### src/rtl/carry_select_subtractor16_pipe.sv
// rtl/carry_select_subtractor16_pipe.sv - two-stage borrow-select 16-bit subtractor with valid/ready stream
module carry_select_subtractor16_pipe #(
    parameter int WIDTH = 16,
    parameter int LOW_W = 8
) (
    input  logic             clk,
    input  logic             rst,
    input  logic             in_valid,
    output logic             in_ready,
    input  logic [WIDTH-1:0] a,
    input  logic [WIDTH-1:0] b,
    input  logic             bin,
    output logic             out_valid,
    input  logic             out_ready,
    output logic [WIDTH-1:0] diff,
    output logic             bout,
    output logic             ovf
);
    localparam int HI_W = WIDTH - LOW_W;

    logic             s1_valid_q, s1_valid_d;
    logic [LOW_W-1:0] lo_diff_q, lo_diff_d;
    logic             lo_borrow_q, lo_borrow_d;
    logic [HI_W-1:0]  hi0_q, hi0_d, hi1_q, hi1_d;
    logic             bo0_q, bo0_d, bo1_q, bo1_d;
    logic             a_sign_q, a_sign_d, b_sign_q, b_sign_d;

    logic             out_valid_q, out_valid_d;
    logic [WIDTH-1:0] diff_q, diff_d;
    logic             bout_q, bout_d;
    logic             ovf_q, ovf_d;

    logic             s2_adv, in_xfer, s2_load;
    logic [LOW_W:0]   lo_full;
    logic [HI_W:0]    hi0_full, hi1_full;
    logic [HI_W-1:0]  sel_hi;

    always_comb begin
        s2_adv   = !out_valid_q || out_ready;
        in_ready = !s1_valid_q || s2_adv;
        in_xfer  = in_valid && in_ready;
        s2_load  = s1_valid_q && s2_adv;

        // One extra MSB on each difference captures the borrow-out.
        lo_full  = {1'b0, a[LOW_W-1:0]} - {1'b0, b[LOW_W-1:0]} - {{LOW_W{1'b0}}, bin};
        hi0_full = {1'b0, a[WIDTH-1:LOW_W]} - {1'b0, b[WIDTH-1:LOW_W]};
        hi1_full = hi0_full - {{HI_W{1'b0}}, 1'b1};
        sel_hi   = lo_borrow_q ? hi1_q : hi0_q;

        s1_valid_d  = s1_valid_q;
        lo_diff_d   = lo_diff_q;
        lo_borrow_d = lo_borrow_q;
        hi0_d       = hi0_q;
        hi1_d       = hi1_q;
        bo0_d       = bo0_q;
        bo1_d       = bo1_q;
        a_sign_d    = a_sign_q;
        b_sign_d    = b_sign_q;
        if (in_xfer) begin
            s1_valid_d  = 1'b1;
            lo_diff_d   = lo_full[LOW_W-1:0];
            lo_borrow_d = lo_full[LOW_W];
            hi0_d       = hi0_full[HI_W-1:0];
            bo0_d       = hi0_full[HI_W];
            hi1_d       = hi1_full[HI_W-1:0];
            bo1_d       = hi1_full[HI_W];
            a_sign_d    = a[WIDTH-1];
            b_sign_d    = b[WIDTH-1];
        end else if (s2_load) begin
            s1_valid_d = 1'b0;
        end

        out_valid_d = out_valid_q;
        diff_d      = diff_q;
        bout_d      = bout_q;
        ovf_d       = ovf_q;
        if (s2_load) begin
            out_valid_d = 1'b1;
            diff_d      = {sel_hi, lo_diff_q};
            bout_d      = lo_borrow_q ? bo1_q : bo0_q;
            ovf_d       = (a_sign_q != b_sign_q) && (sel_hi[HI_W-1] != a_sign_q);
        end else if (s2_adv) begin
            out_valid_d = 1'b0;
        end
    end

    always_ff @(posedge clk or posedge rst) begin
        if (rst) begin
            s1_valid_q  <= 1'b0;
            lo_diff_q   <= '0;
            lo_borrow_q <= 1'b0;
            hi0_q       <= '0;
            hi1_q       <= '0;
            bo0_q       <= 1'b0;
            bo1_q       <= 1'b0;
            a_sign_q    <= 1'b0;
            b_sign_q    <= 1'b0;
            out_valid_q <= 1'b0;
            diff_q      <= '0;
            bout_q      <= 1'b0;
            ovf_q       <= 1'b0;
        end else begin
            s1_valid_q  <= s1_valid_d;
            lo_diff_q   <= lo_diff_d;
            lo_borrow_q <= lo_borrow_d;
            hi0_q       <= hi0_d;
            hi1_q       <= hi1_d;
            bo0_q       <= bo0_d;
            bo1_q       <= bo1_d;
            a_sign_q    <= a_sign_d;
            b_sign_q    <= b_sign_d;
            out_valid_q <= out_valid_d;
            diff_q      <= diff_d;
            bout_q      <= bout_d;
            ovf_q       <= ovf_d;
        end
    end

    assign out_valid = out_valid_q;
    assign diff      = diff_q;
    assign bout      = bout_q;
    assign ovf       = ovf_q;

endmodule

### config.mk
export PLATFORM = sky130hd
export DESIGN_NAME = carry_select_subtractor16_pipe
export DESIGN_NICKNAME = d
export VERILOG_FILES = /design/src/rtl/carry_select_subtractor16_pipe.sv
export SDC_FILE = /design/constraint.sdc
export NUM_CORES = 1
export LEC_CHECK = 0
export CAP_MARGIN = 0
export CORE_MARGIN = 2
export CORE_UTILIZATION = 50
export CTS_BUF_LIST = sky130_fd_sc_hd__clkbuf_4 sky130_fd_sc_hd__clkbuf_8
export CTS_CLUSTER_SIZE = 30
export DETAILED_ROUTE_END_ITERATION = 10
export PLACE_DENSITY = 0.85
export SKIP_CTS_REPAIR_TIMING = 1
export SLEW_MARGIN = 20
export SYNTH_ARGS = -nofsm -noshare
export SYNTH_HDL_FRONTEND = slang
export SYNTH_SLANG_ARGS = --single-unit
### constraint.sdc
create_clock -name clk -period 4 [get_ports clk]
set_clock_uncertainty 0.05 [all_clocks]
set_input_delay 1.2 -clock clk [delete_from_list [all_inputs] [get_ports clk]]
set_output_delay 1.2 -clock clk [all_outputs]
set_load 0.01 [all_outputs]
# [Yosys cells after proc, flatten, opt, wreduce, memory -nomap -nowiden]
# Cells that the tools add are included.
# W data, S select, Z words.
[word_totals] regBits=49 input_bits=37 out_inout_bits=20 wordCells=34
[op_classes] addsub=4 n_eq_ne=2 mux=6 n_reduce_logical=9
[ops] cell="$sub A8 B8 Y9" n=2
[ops] cell="$sub A9 B1 Y9" n=1
[ops] cell="$sub A9 B1 Y9 const B" n=1
[ops] cell="$mux W8" n=1
[ops] cell="$mux W1" n=5
[ops] cell="$reduce_bool A2 Y1" n=2
[ops] cell="$logic_and A1 B1 Y1" n=3
[ops] cell="$logic_not A1 Y1" n=2
[ops] cell="$logic_or A1 B1 Y1" n=2
[ops] cell="$ne A1 B1 Y1" n=2

# [Depth between registers and ports, before layout]
[logic_depth] word_depth=5 ltp_mapped=11 mapped_depth_nobuf=11

# [Worst setup path before layout]
# Ideal clock, no wire load.
[synth_path] path_type="input port to flip-flop" start="input b[0]" end="register lo_diff_q[7]" setup_time_ns=0.131 arrival_time_ns=3.020 t_required_ns=3.819 path_slack_ns=0.799 cell_stages=11 path_buffers=0 cell_sequence="inv_1 fa_1 inv_1 ha_1 o21ai_0 nand3b_1 a21oi_1 o21bai_1 a21oi_1 nor4b_1 or3_1"
[synth_between] elab_chain_len=2
[synth_lines] item="start, declared" line_no="11" text="input logic [WIDTH-1:0] b,"
[synth_lines] item="$sub A8 B8 Y9" line_no="45" text="lo_full = {1'b0, a[LOW_W-1:0]} - {1'b0, b[LOW_W-1:0]} - {{LOW_W{1'b0}}, bin};"
[synth_lines] item="$sub A9 B1 Y9" line_no="45"
[synth_lines] item="end signal, assigned" line_no="104" text="lo_diff_q <= lo_diff_d;"
[synth_lines] item="end, declared" line_no="22" text="logic [LOW_W-1:0] lo_diff_q, lo_diff_d;"
# No other way between the ends.
# A chain may end at the register's enable or synchronous reset.

# [Final worst setup path]
[layout_path] start="input out_ready" end="output in_ready"
[layout_between] elab_chain_len=2
[layout_lines] item="start, declared" line_no="14" text="input logic out_ready,"
[layout_lines] item="$logic_or A1 B1 Y1" line_no="39" text="s2_adv = !out_valid_q || out_ready;"
[layout_lines] item="$logic_or A1 B1 Y1" line_no="40" text="in_ready = !s1_valid_q || s2_adv;"
[layout_lines] item="end, declared" line_no="9" text="output logic in_ready,"
# No other way between the ends.

==> metrics.md <==
| Metric | Value |
|---|---|
| DIE AREA | `0.00630 sq mm` |
| GPL Wtd Cong | `0.751` |
| CTS clk-pin slew, worst paths | `~0.080 ns` |
| Worst Path Required | `2.75 ns` |
| Min cycle time layout | `about 3.7 ns` |
| Routed WL per cell | `about 12 um` |
| Antenna-violating nets left | `0` |
| Synth area leader | `dfrtp_1` |
| First-pass GRT wire length | `8880 um` |
| Cell area after synthesis | `0.00284 sq mm` |
| Drt initial violations | `97` |
| Vias post-DR | `2112` |
| Clk buf depth | `2` |
| Pin count of the biggest net entering global routing | `50` |
| Avg Cell Area, Syn | `9.70 sq um` |
| Max-slew violations | `0` |
| Prevailing post-synth register cell | `dfrtp_1` |
| Reg2Reg Launch Point | `out_valid$_DFFE_PP0P_` |
| Worst hold path class | `reg -> reg` |
| GRT overflow | `0` |
| R2R setup slack | `2.32 ns` |
| Async SR Flop Fraction | `between 90% and 100%` |
| Reg-to-reg critical path endpoint | `lo_diff_q[7]$_DFFE_PP0P_` |
| Max Cap Viol | `0` |
| Worst reg-to-reg path cell count | `7` |
| Leak | `1.67 nW` |
| CP Data Arrival Time | `2.46 ns` |
| Drt drc | `0` |
| Clock sinks | `49` |
| Synth cell count leaders | `dfrtp_1 (49), nand2_1 (39), inv_1 (34)` |
| Setup CP Type | `in -> out` |
| Post-synth EDFFs | `0` |
| Part of the power in registers | `43.8%` |
| Internal | `1.15 mW` |
| Status | `completed` |
| Vias/cell | `approximately 5.0` |
| Yosys warns | `0` |
| # placed instances | `~410` |
| Synth area leaders | `dfrtp_1 (43%), ha_1 (10%), o21ai_0 (5.5%), mux2_2 (5.2%), nand2_1 (5.2%)` |
| Dpl hpwl | `3980 um` |
| Vias in the first global route | `2049` |
| Final worst-path cycle share | `between 90 and 100%` |
| Worst hold stages | `2` |
| Antenna violations before repair | `0` |
| Hold endpoint | `diff[11]$_DFFE_PP0P_` |
| Worst-skew pair later-pin latency | `between 0.2 and 0.3 ns` |
| Ant. Diodes | `0` |
| Area Growth Syn to Fin | `26.4%` |
| TritonCTS Buffers | `5` |
| Post-synthesis sequential area ratio | `roughly 43%` |
| Combinational share of power | `34.3%` |
| Std cell rows | `27` |
| Tightest Pin Transition | `approximately 0.96 ns` |
| Count leader, synth | `dfrtp_1` |
| Net count, final | `412` |
| Maximum vdd ir drop | `0.252 mV` |
| Die Span Y | `about 80 um` |
| Sw frac | `29.9%` |
| Total power | `1.65 mW` |
| Initial Utilization | `51.6%` |
| Startpoint Class | `input pin` |
| CTS H-Tree Depth | `2` |
| Port bufs | `56` |
| Highest clock rate | `269 MHz` |
| Syn Inst Count | `293` |
| Synth top area share | `43.2%` |
| Filler cells | `438` |
| # IOs | `57` |
| Net Sw Power | `0.492 mW` |
| Hold Vio Cnt, Final | `0` |
| GRT Total Usage | `about 18%` |
| Hold path start | `diff[11]$_DFFE_PP0P_` |
| DRT Pass-1 Iters | `4` |
| Clock power frac | `21.8%` |
| Die X-Extent | `79.4 um` |
| RSZ-0062 raised after global routing | `no` |
| Root cell of the clock tree | `clkbuf_8` |
| Final Setup Violations | `0` |
| Synth Register Bits | `49` |
| CTS tree | `done` |
| Fin Setup TNS | `0 ns` |
| Crit end category | `primary output` |
| Worst hold slack | `0.439 ns` |
| Pwr dens | `458 mW/mm^2` |
| Total wire length | `around 5100 um` |
| Rel. slew slack | `35.9%` |
| Core area | `0.00551 sq mm` |
| Net count after synthesis | `356` |
| Layout cells sized above 1 | `8.00%` |
| Max Fanout on Critical Path | `5` |
| Yosys cell types | `40` |
| Post-Layout Cell Count | `422` |
[cell type report]
class	count	area, sq um	share of cell area, %
multi-input cells	201	1450	40.4
flip-flops and latches	49	1230	34.1
repair buffers	58	576	16.0
inverters	34	128	3.55
clock buffers	7	90.1	2.51
well taps	72	90.1	2.51
clock inverters	1	30.0	0.836
[cell usage in the layout, fill, tap and decap left out, drive strengths merged, types with 4 or more instances in the layout]
cell type	n
clkdlybuf4s50	56
mux2i	9
nor2	9
clkbuf	7
nand2	39
o21ai	36
nand3	4
a21oi	13
ha	23
xor2	9
dfrtp	49
inv	34
nand2b	8
mux2	13
xnor2	10
[worst max-delay path by stage]
stage / startpoint / to / slack, ns / cells after the start
floorplan: b[0] / lo_diff_q[7]$_DFFE_PP0P_ / 0.80 / 11
global placement: b[0] / lo_borrow_q$_DFFE_PP0P_ / 0.20 / 11
detailed placement: a[8] / hi1_q[6]$_DFFE_PP0P_ / 0.10 / 11
CTS: out_ready / in_ready / 0.28 / 3
global route: a[8] / bo1_q$_DFFE_PP0P_ / 0.20 / 11
finish: out_ready / in_ready / 0.29 / 3
[metrics by stage]
step	setup WS [ns]	cell area (sq um)	util, %
after floorplan	0.799	2840	-
after global placement	0.198	3470	63.1
after detailed placement	0.102	3470	63.1
after CTS	0.282	3590	65.2
after global routing	0.198	3590	65.2
final	0.286	3590	65.2
[flip-flops by register name (all words and copies together) (netlist names), 8 cells and up]
register	flops
diff	16
hi1_q	8
lo_diff_q	8
hi0_q	8
[critical path: stages]
cell	delay (ns)
clkdlybuf4s50_1	0.46
nand3b_1	0.22
clkdlybuf4s50_1	0.58
[layer usage]
| layer | vias to the layer above | track usage, % | share of wire, % |
|---|---|---|---|
| met1 | 969 | 23.0 | 45 |
| li1 | 1094 | - | - |
| met5 | - | 0 | 0 |
| met4 | 0 | 4.14 | 0.99 |
| met3 | 5 | 3.17 | 3.8 |
| met2 | 44 | 30.8 | 50 |
[logic make-up after synthesis]
kind of cell	Yosys count	share of synthesized area, %
AO/OA/AOI/OAI	59	11.7
adder cells (fa/ha/maj)	26	12.2
buffers and inverters	43	5.72
multiplexers	22	8.32
flip-flops	49	43.2
AND/OR/NAND/NOR	75	12.8
XOR/XNOR	19	6.12
[power groups by stage]
stage	Clock [mW]	Combinational (mW)	Sequential (mW)
after floorplan	0	0.312	0.732
after global placement	0	0.548	0.721
after detailed placement	0	0.567	0.730
after CTS	0.363	0.571	0.722
after global routing	0.390	0.630	0.739
final	0.359	0.566	0.722
No activity file was read; power rests on OpenSTA's default activity.
